## src/rtl/id_control_issue.sv

```systemverilog
// Decode/issue control: MIPS opcode/funct -> registered EX control bundle with
// load-use interlock, stall/flush handling and optional jump squash (JUMP_SQUASH_EN).
module id_control_issue (
    input  logic       clk,
    input  logic       rst,
    input  logic       in_valid,
    output logic       in_ready,
    input  logic [5:0] opcode,
    input  logic [5:0] funct,
    input  logic [4:0] rs,
    input  logic [4:0] rt,
    input  logic       stall,
    input  logic       flush,
    output logic       RegDst,
    output logic [3:0] ALUOp,
    output logic       ALUSrc,
    output logic [1:0] Jump,
    output logic       issue_valid,
    output logic       illegal
);
    localparam logic [3:0] OP_ADD = 4'h0, OP_SUB = 4'h1, OP_AND = 4'h2,
                           OP_OR  = 4'h3, OP_SLT = 4'h4, OP_XOR = 4'h5;

`ifdef JUMP_SQUASH_EN
    typedef enum logic {ST_ISSUE, ST_SQUASH} state_t;
    state_t r_state, w_state_nxt;
`endif

    logic       r_regdst, r_alusrc, r_vld, r_illegal, r_ld_vld;
    logic [3:0] r_aluop;
    logic [1:0] r_jump;
    logic [4:0] r_ld_rt;

    logic       w_regdst, w_alusrc, w_vld, w_illegal, w_ld_vld;
    logic [3:0] w_aluop;
    logic [1:0] w_jump;
    logic [4:0] w_ld_rt;

    logic       w_dec_ok, w_dec_lw, w_dec_regdst, w_dec_alusrc, w_hazard;
    logic [3:0] w_dec_aluop;
    logic [1:0] w_dec_jump;

    always_comb begin
        w_dec_ok     = 1'b1;
        w_dec_lw     = 1'b0;
        w_dec_regdst = 1'b0;
        w_dec_alusrc = 1'b0;
        w_dec_aluop  = OP_ADD;
        w_dec_jump   = 2'b00;
        case (opcode)
            6'h00: begin
                w_dec_regdst = 1'b1;
                case (funct)
                    6'h20: w_dec_aluop = OP_ADD;
                    6'h22: w_dec_aluop = OP_SUB;
                    6'h24: w_dec_aluop = OP_AND;
                    6'h25: w_dec_aluop = OP_OR;
                    6'h2A: w_dec_aluop = OP_SLT;
                    6'h26: w_dec_aluop = OP_XOR;
                    6'h08: begin
                        w_dec_regdst = 1'b0;
                        w_dec_jump   = 2'b11;
                    end
                    default: w_dec_ok = 1'b0;
                endcase
            end
            6'h23: begin w_dec_alusrc = 1'b1; w_dec_lw = 1'b1; end
            6'h2B: w_dec_alusrc = 1'b1;
            6'h08: w_dec_alusrc = 1'b1;
            6'h0C: begin w_dec_alusrc = 1'b1; w_dec_aluop = OP_AND; end
            6'h0D: begin w_dec_alusrc = 1'b1; w_dec_aluop = OP_OR;  end
            6'h0A: begin w_dec_alusrc = 1'b1; w_dec_aluop = OP_SLT; end
            6'h04: w_dec_aluop = OP_SUB;
            6'h02: w_dec_jump  = 2'b01;
            6'h03: w_dec_jump  = 2'b10;
            default: w_dec_ok = 1'b0;
        endcase
    end

    // Only a tracked load with a nonzero destination can create a hazard ($0 never changes).
    assign w_hazard = r_ld_vld && (r_ld_rt != 5'd0) && in_valid &&
                      ((rs == r_ld_rt) || (rt == r_ld_rt));

    always_comb begin
        in_ready  = 1'b0;
        w_regdst  = 1'b0;
        w_aluop   = OP_ADD;
        w_alusrc  = 1'b0;
        w_jump    = 2'b00;
        w_vld     = 1'b0;
        w_illegal = 1'b0;
        w_ld_vld  = 1'b0;
        w_ld_rt   = 5'd0;
`ifdef JUMP_SQUASH_EN
        w_state_nxt = r_state;
`endif
        if (rst) begin
            in_ready = 1'b0;
        end else if (flush) begin
            in_ready = 1'b1;
`ifdef JUMP_SQUASH_EN
            w_state_nxt = ST_ISSUE;
`endif
        end else if (stall) begin
            w_regdst = r_regdst;
            w_aluop  = r_aluop;
            w_alusrc = r_alusrc;
            w_jump   = r_jump;
            w_vld    = r_vld;
            w_ld_vld = r_ld_vld;
            w_ld_rt  = r_ld_rt;
        end else if (w_hazard) begin
            in_ready = 1'b0;
`ifdef JUMP_SQUASH_EN
        end else if (r_state == ST_SQUASH) begin
            if (in_valid) begin
                in_ready    = 1'b1;
                w_state_nxt = ST_ISSUE;
            end
`endif
        end else if (in_valid) begin
            in_ready = 1'b1;
            if (w_dec_ok) begin
                w_regdst = w_dec_regdst;
                w_aluop  = w_dec_aluop;
                w_alusrc = w_dec_alusrc;
                w_jump   = w_dec_jump;
                w_vld    = 1'b1;
                w_ld_vld = w_dec_lw;
                w_ld_rt  = w_dec_lw ? rt : 5'd0;
`ifdef JUMP_SQUASH_EN
                if (w_dec_jump != 2'b00) w_state_nxt = ST_SQUASH;
`endif
            end else begin
                w_illegal = 1'b1;
            end
        end
    end

    always_ff @(posedge clk or posedge rst) begin
        if (rst) begin
            r_regdst  <= 1'b0;
            r_aluop   <= OP_ADD;
            r_alusrc  <= 1'b0;
            r_jump    <= 2'b00;
            r_vld     <= 1'b0;
            r_illegal <= 1'b0;
            r_ld_vld  <= 1'b0;
            r_ld_rt   <= 5'd0;
        end else begin
            r_regdst  <= w_regdst;
            r_aluop   <= w_aluop;
            r_alusrc  <= w_alusrc;
            r_jump    <= w_jump;
            r_vld     <= w_vld;
            r_illegal <= w_illegal;
            r_ld_vld  <= w_ld_vld;
            r_ld_rt   <= w_ld_rt;
        end
    end

`ifdef JUMP_SQUASH_EN
    always_ff @(posedge clk or posedge rst) begin
        if (rst) r_state <= ST_ISSUE;
        else     r_state <= w_state_nxt;
    end
`endif

    assign RegDst      = r_regdst;
    assign ALUOp       = r_aluop;
    assign ALUSrc      = r_alusrc;
    assign Jump        = r_jump;
    assign issue_valid = r_vld;
    assign illegal     = r_illegal;
endmodule

```

## config.mk

```make
export PLATFORM = sky130hd
export DESIGN_NAME = id_control_issue
export DESIGN_NICKNAME = d
export VERILOG_FILES = /design/src/rtl/id_control_issue.sv
export SDC_FILE = /design/constraint.sdc
export NUM_CORES = 1
export LEC_CHECK = 0
export BUFFER_PORTS_ARGS = -buffer_cell sky130_fd_sc_hd__buf_2
export CAP_MARGIN = 0
export CORE_ASPECT_RATIO = 0.7
export CORE_UTILIZATION = 44
export CTS_CLUSTER_SIZE = 30
export DETAILED_ROUTE_END_ITERATION = 8
export MAX_ROUTING_LAYER = met4
export PLACE_DENSITY_LB_ADDON = 0.15
export SYNTH_ARGS = -nofsm -noshare
export SYNTH_HDL_FRONTEND = slang
export SYNTH_SLANG_ARGS = --single-unit
```

## constraint.sdc

```tcl
create_clock -name clk -period 1.6 [get_ports clk]
set_input_delay 0 -clock clk [delete_from_list [all_inputs] [get_ports clk]]
set_output_delay 0 -clock clk [all_outputs]
set_load 0.005 [all_outputs]
```

==> flow_metrics.py <==
metrics = {
    "sta": {
        "worst_pin_slew_ns": 0.564,
        "clock_skew_ns": 0.00577,
        "slew_viol_final": 0,
        "min_period_ns": 1.77,
        "fmax_mhz": 565,
        "setup_ws_ns": -0.171,
        "setup_viol": 16,
        "fin_crit_sh_pct": 111,
        "rsz0062_at_grt": "yes",
        "finalHoldViolCount": 0,
        "slew_headroom_pct": 62.4,
    },
    "placed_design": {
        "place.port_buffers": 36,
        "hpwl_um": 1970,
        "place.gp.congestion": 0.841,
        "dp_slack_ns": -0.132,
        "dp.cells": 180,
    },
    "routing": {
        "avgRoutedWirePerCell_um": 13.5,
        "drt-pass1-iter-count": 5,
        "drc": 0,
        "vias_per_cell": 5.31,
        "antenna_left": 0,
        "routed_wl_um": 2650,
        "via_count": 1040,
        "drtIter0Drc": 51,
    },
    "power_and_ir_drop": {
        "peakVddDrop_v": 0.000502,
        "power.density_nw_per_um2": 537,
        "p_total_mw": 0.760,
        "cellLeakagePower_nw": 0.667,
    },
    "setup_path": {
        "end_kind": "output pin",
        "crit_required_ns": 1.60,
        "arrival_ns": 1.77,
        "cp_max_fo": 4,
        "crit_buf_inv": 1,
        "path_class": "flip-flop to output pin",
        "critPathTopFamily": "compound AO/OA/AOI/OAI gates",
        "worstPathCellList": "xnor2_1, nand3_1, o22ai_2, a311oi_4, nor2_1, nor2_1, buf_2",
        "crit_slowest_cell": "dfrtp_2",
        "start_kind": "flip-flop",
        "max_stage_delay_ns": 0.45,
        "path_depth": 7,
        "r2r_cells": 7,
        "cpMostUsedCell": "nor2_1",
    },
    "global_routing": {
        "grt.total_usage_pct": 24.4,
        "grt_antenna_before_repair": 0,
        "grt_pass1_vias": 1027,
        "grt_max_degree": 16,
        "grt_pass1_wl_um": 4540,
        "grt-ovfl-total": 0,
    },
    "floorplan": {
        "fp-row-count": 14,
        "fp.dieArea_sq_um": 2570,
        "die_y_um": 42.7,
        "initial_core_util_pct": 47.5,
        "core_sq_um": 2190,
        "io-pin-count": 38,
        "die_width_um": 60.1,
    },
    "synth": {
        "syn_nets": 142,
        "synthCells": 115,
        "syn_avg_cell_area_sq_um": 9.05,
        "ys_ff_latch": 15,
        "synth_cell_types": 36,
        "synth-seq-area-share_pct": 36.1,
        "syn-cell-area_sq_um": 1040,
        "yosysWarnings": 0,
    },
    "layout": {
        "instances_no_fill": 196,
        "final_cell_mix": "buf_2 (36), dfrtp_1 (14), nand2_1 (14)",
        "final_common_cell": "buf_2",
        "synthToLayoutAreaGrowth_pct": 36.1,
        "antenna_cells": 0,
        "fill_cells": 186,
        "drive_above_1_share_pct": 36.0,
        "nets": 192,
    },
    "clock_tree": {
        "clkSlewWorstSetupHoldPaths_ns": 0.08,
        "numCtsBuffers": 3,
        "clk_path_buf_depth": 2,
        "htreeDepth": 1,
        "cts_tree": "built",
        "cts_sinks": 15,
        "worstSkewPairLatency_ns": 0.28,
        "root_buffer": "clkbuf_4",
    },
    "run": {
        "maxCapViolCount": 0,
    },
    "outcome": {
        "status": "complete, but fails checks",
        "violations": "setup timing",
    },
    "min_path": {
        "min_path_type": "input port to flip-flop",
        "holdPathStages": 4,
    },
}
[area by class of cell]
cell class | count | area, sq um | share of cell area (%)
tap | 32 | 40.0 | 2.83
multi-input combinational | 92 | 652 | 46.0
timing repair buffer | 50 | 310 | 21.9
clock buffer | 4 | 26.3 | 1.86
inverter | 3 | 11.3 | 0.795
sequential | 15 | 377 | 26.6
[path summary, 6_finish.rpt]
path | from | endpoint | slack, ns
worst min-delay path | stall | RegDst | 0.07
worst max register to register | r_ld_rt[1] | Jump[0] | -0.12
max in group asynchronous | rst | r_ld_rt[1] | 0.82
worst min register to register | ALUOp[0] | ALUOp[0] | 0.49
min in group asynchronous | rst | RegDst | 0.38
worst max-delay path | r_ld_rt[1] | in_ready | -0.17
[cells in the mapped netlist]
master     count  share of area [%]
dfrtp_1       15                 36
nand2_1       15                5.4
nor2_1        11                4.0
xnor2_1       11                9.3
a22o_1         7                5.9
nand3_1        4                1.9
nor2b_1        4                2.4
nor3_1         4                1.9
o21ai_1        4                1.9
inv_1          3                1.1
o21ai_0        3                1.4
a21oi_1        2               0.96
a2bb2oi_1      2                1.7
a31oi_1        2                1.2
and2_1         2                1.2
and3_1         2                1.2
clkbuf_1       2               0.72
nand3_2        2                1.9
nor3b_1        2                1.4
nor4b_2        2                2.9
a21o_1         1               0.72
a311oi_4       1                2.5
a41oi_1        1               0.84
and4_1         1               0.84
buf_2          1               0.48
buf_4          1               0.72
buf_6          1                1.1
conb_1         1               0.36
nand2b_1       1               0.60
o2111a_1       1                1.1
o22ai_1        1               0.60
o22ai_2        1                1.2
o31ai_1        1               0.72
o31ai_4        1                2.0
or3b_1         1               0.84
xor2_1         1               0.84
[registers in the layout, indices dropped and copies added, names as in the netlist]
| register | cells |
|---|---|
| ALUOp | 3 |
| r_ld_rt | 5 |
| Jump | 2 |
| illegal | 1 |
| issue_valid | 1 |
| r_ld_vld | 1 |
| RegDst | 1 |
| ALUSrc | 1 |
[power by group]
| group | internal (mW) | switching [mW] | total, mW | leakage [nW] |
|---|---|---|---|---|
| logic | 0.0799 | 0.0907 | 0.171 | 0.444 |
| registers | 0.380 | 0.000538 | 0.380 | 0.208 |
| clock network | 0.0967 | 0.112 | 0.209 | 0.0150 |
| total | 0.556 | 0.204 | 0.760 | 0.667 |
[tightest hold or removal path: stages]
cell and delay, ns:
buf_2 0.11, a311oi_4 0.05, nand3_2 0.08, o31ai_2 0.07
[stage by stage]
step	area [sq um]	setup TNS, ns	util [%]	hold slack [ns]
2_1_floorplan	1040	0	-	-0.0985
3_3_place_gp	1240	-0.341	56.9	0.117
3_5_place_dp	1240	-0.855	56.9	0.132
4_1_cts	1380	-1.01	62.8	0.0673
5_1_grt	1420	-2.48	64.7	0.0707
6_report	1420	-1.25	64.7	0.0732
[cell families (layout without fill, tap and decap cells)]
| family | Yosys count | count (layout) | share of synthesized area [%] |
|---|---|---|---|
| simple gates | 51 | 51 | 26.6 |
| flops | 15 | 15 | 36.1 |
| other cells | 1 | 1 | 0.360 |
| buf+inv | 8 | 57 | 4.09 |
| xor+xnor | 12 | 12 | 10.1 |
| compound gates | 28 | 28 | 22.8 |
[metal layers]
metal	share of wire (%)	wire length (um)	GRT usage, %
met5	0	0	-
met1	46	1210	33.3
met2	47	1250	36.9
met4	0.45	12	3.72
met3	6.6	174	6.40
[timing repair]
action                                 in CTS  in global routing
setup endpoints to repair                  14                 16
endpoints found under the hold margin      21                  0
buffers inserted                            2                  3
pin swaps                                   5                  3
hold buffers                                7                  0
resized for setup                           6                  4
Note: power is estimated with default switching activity, not from simulation.
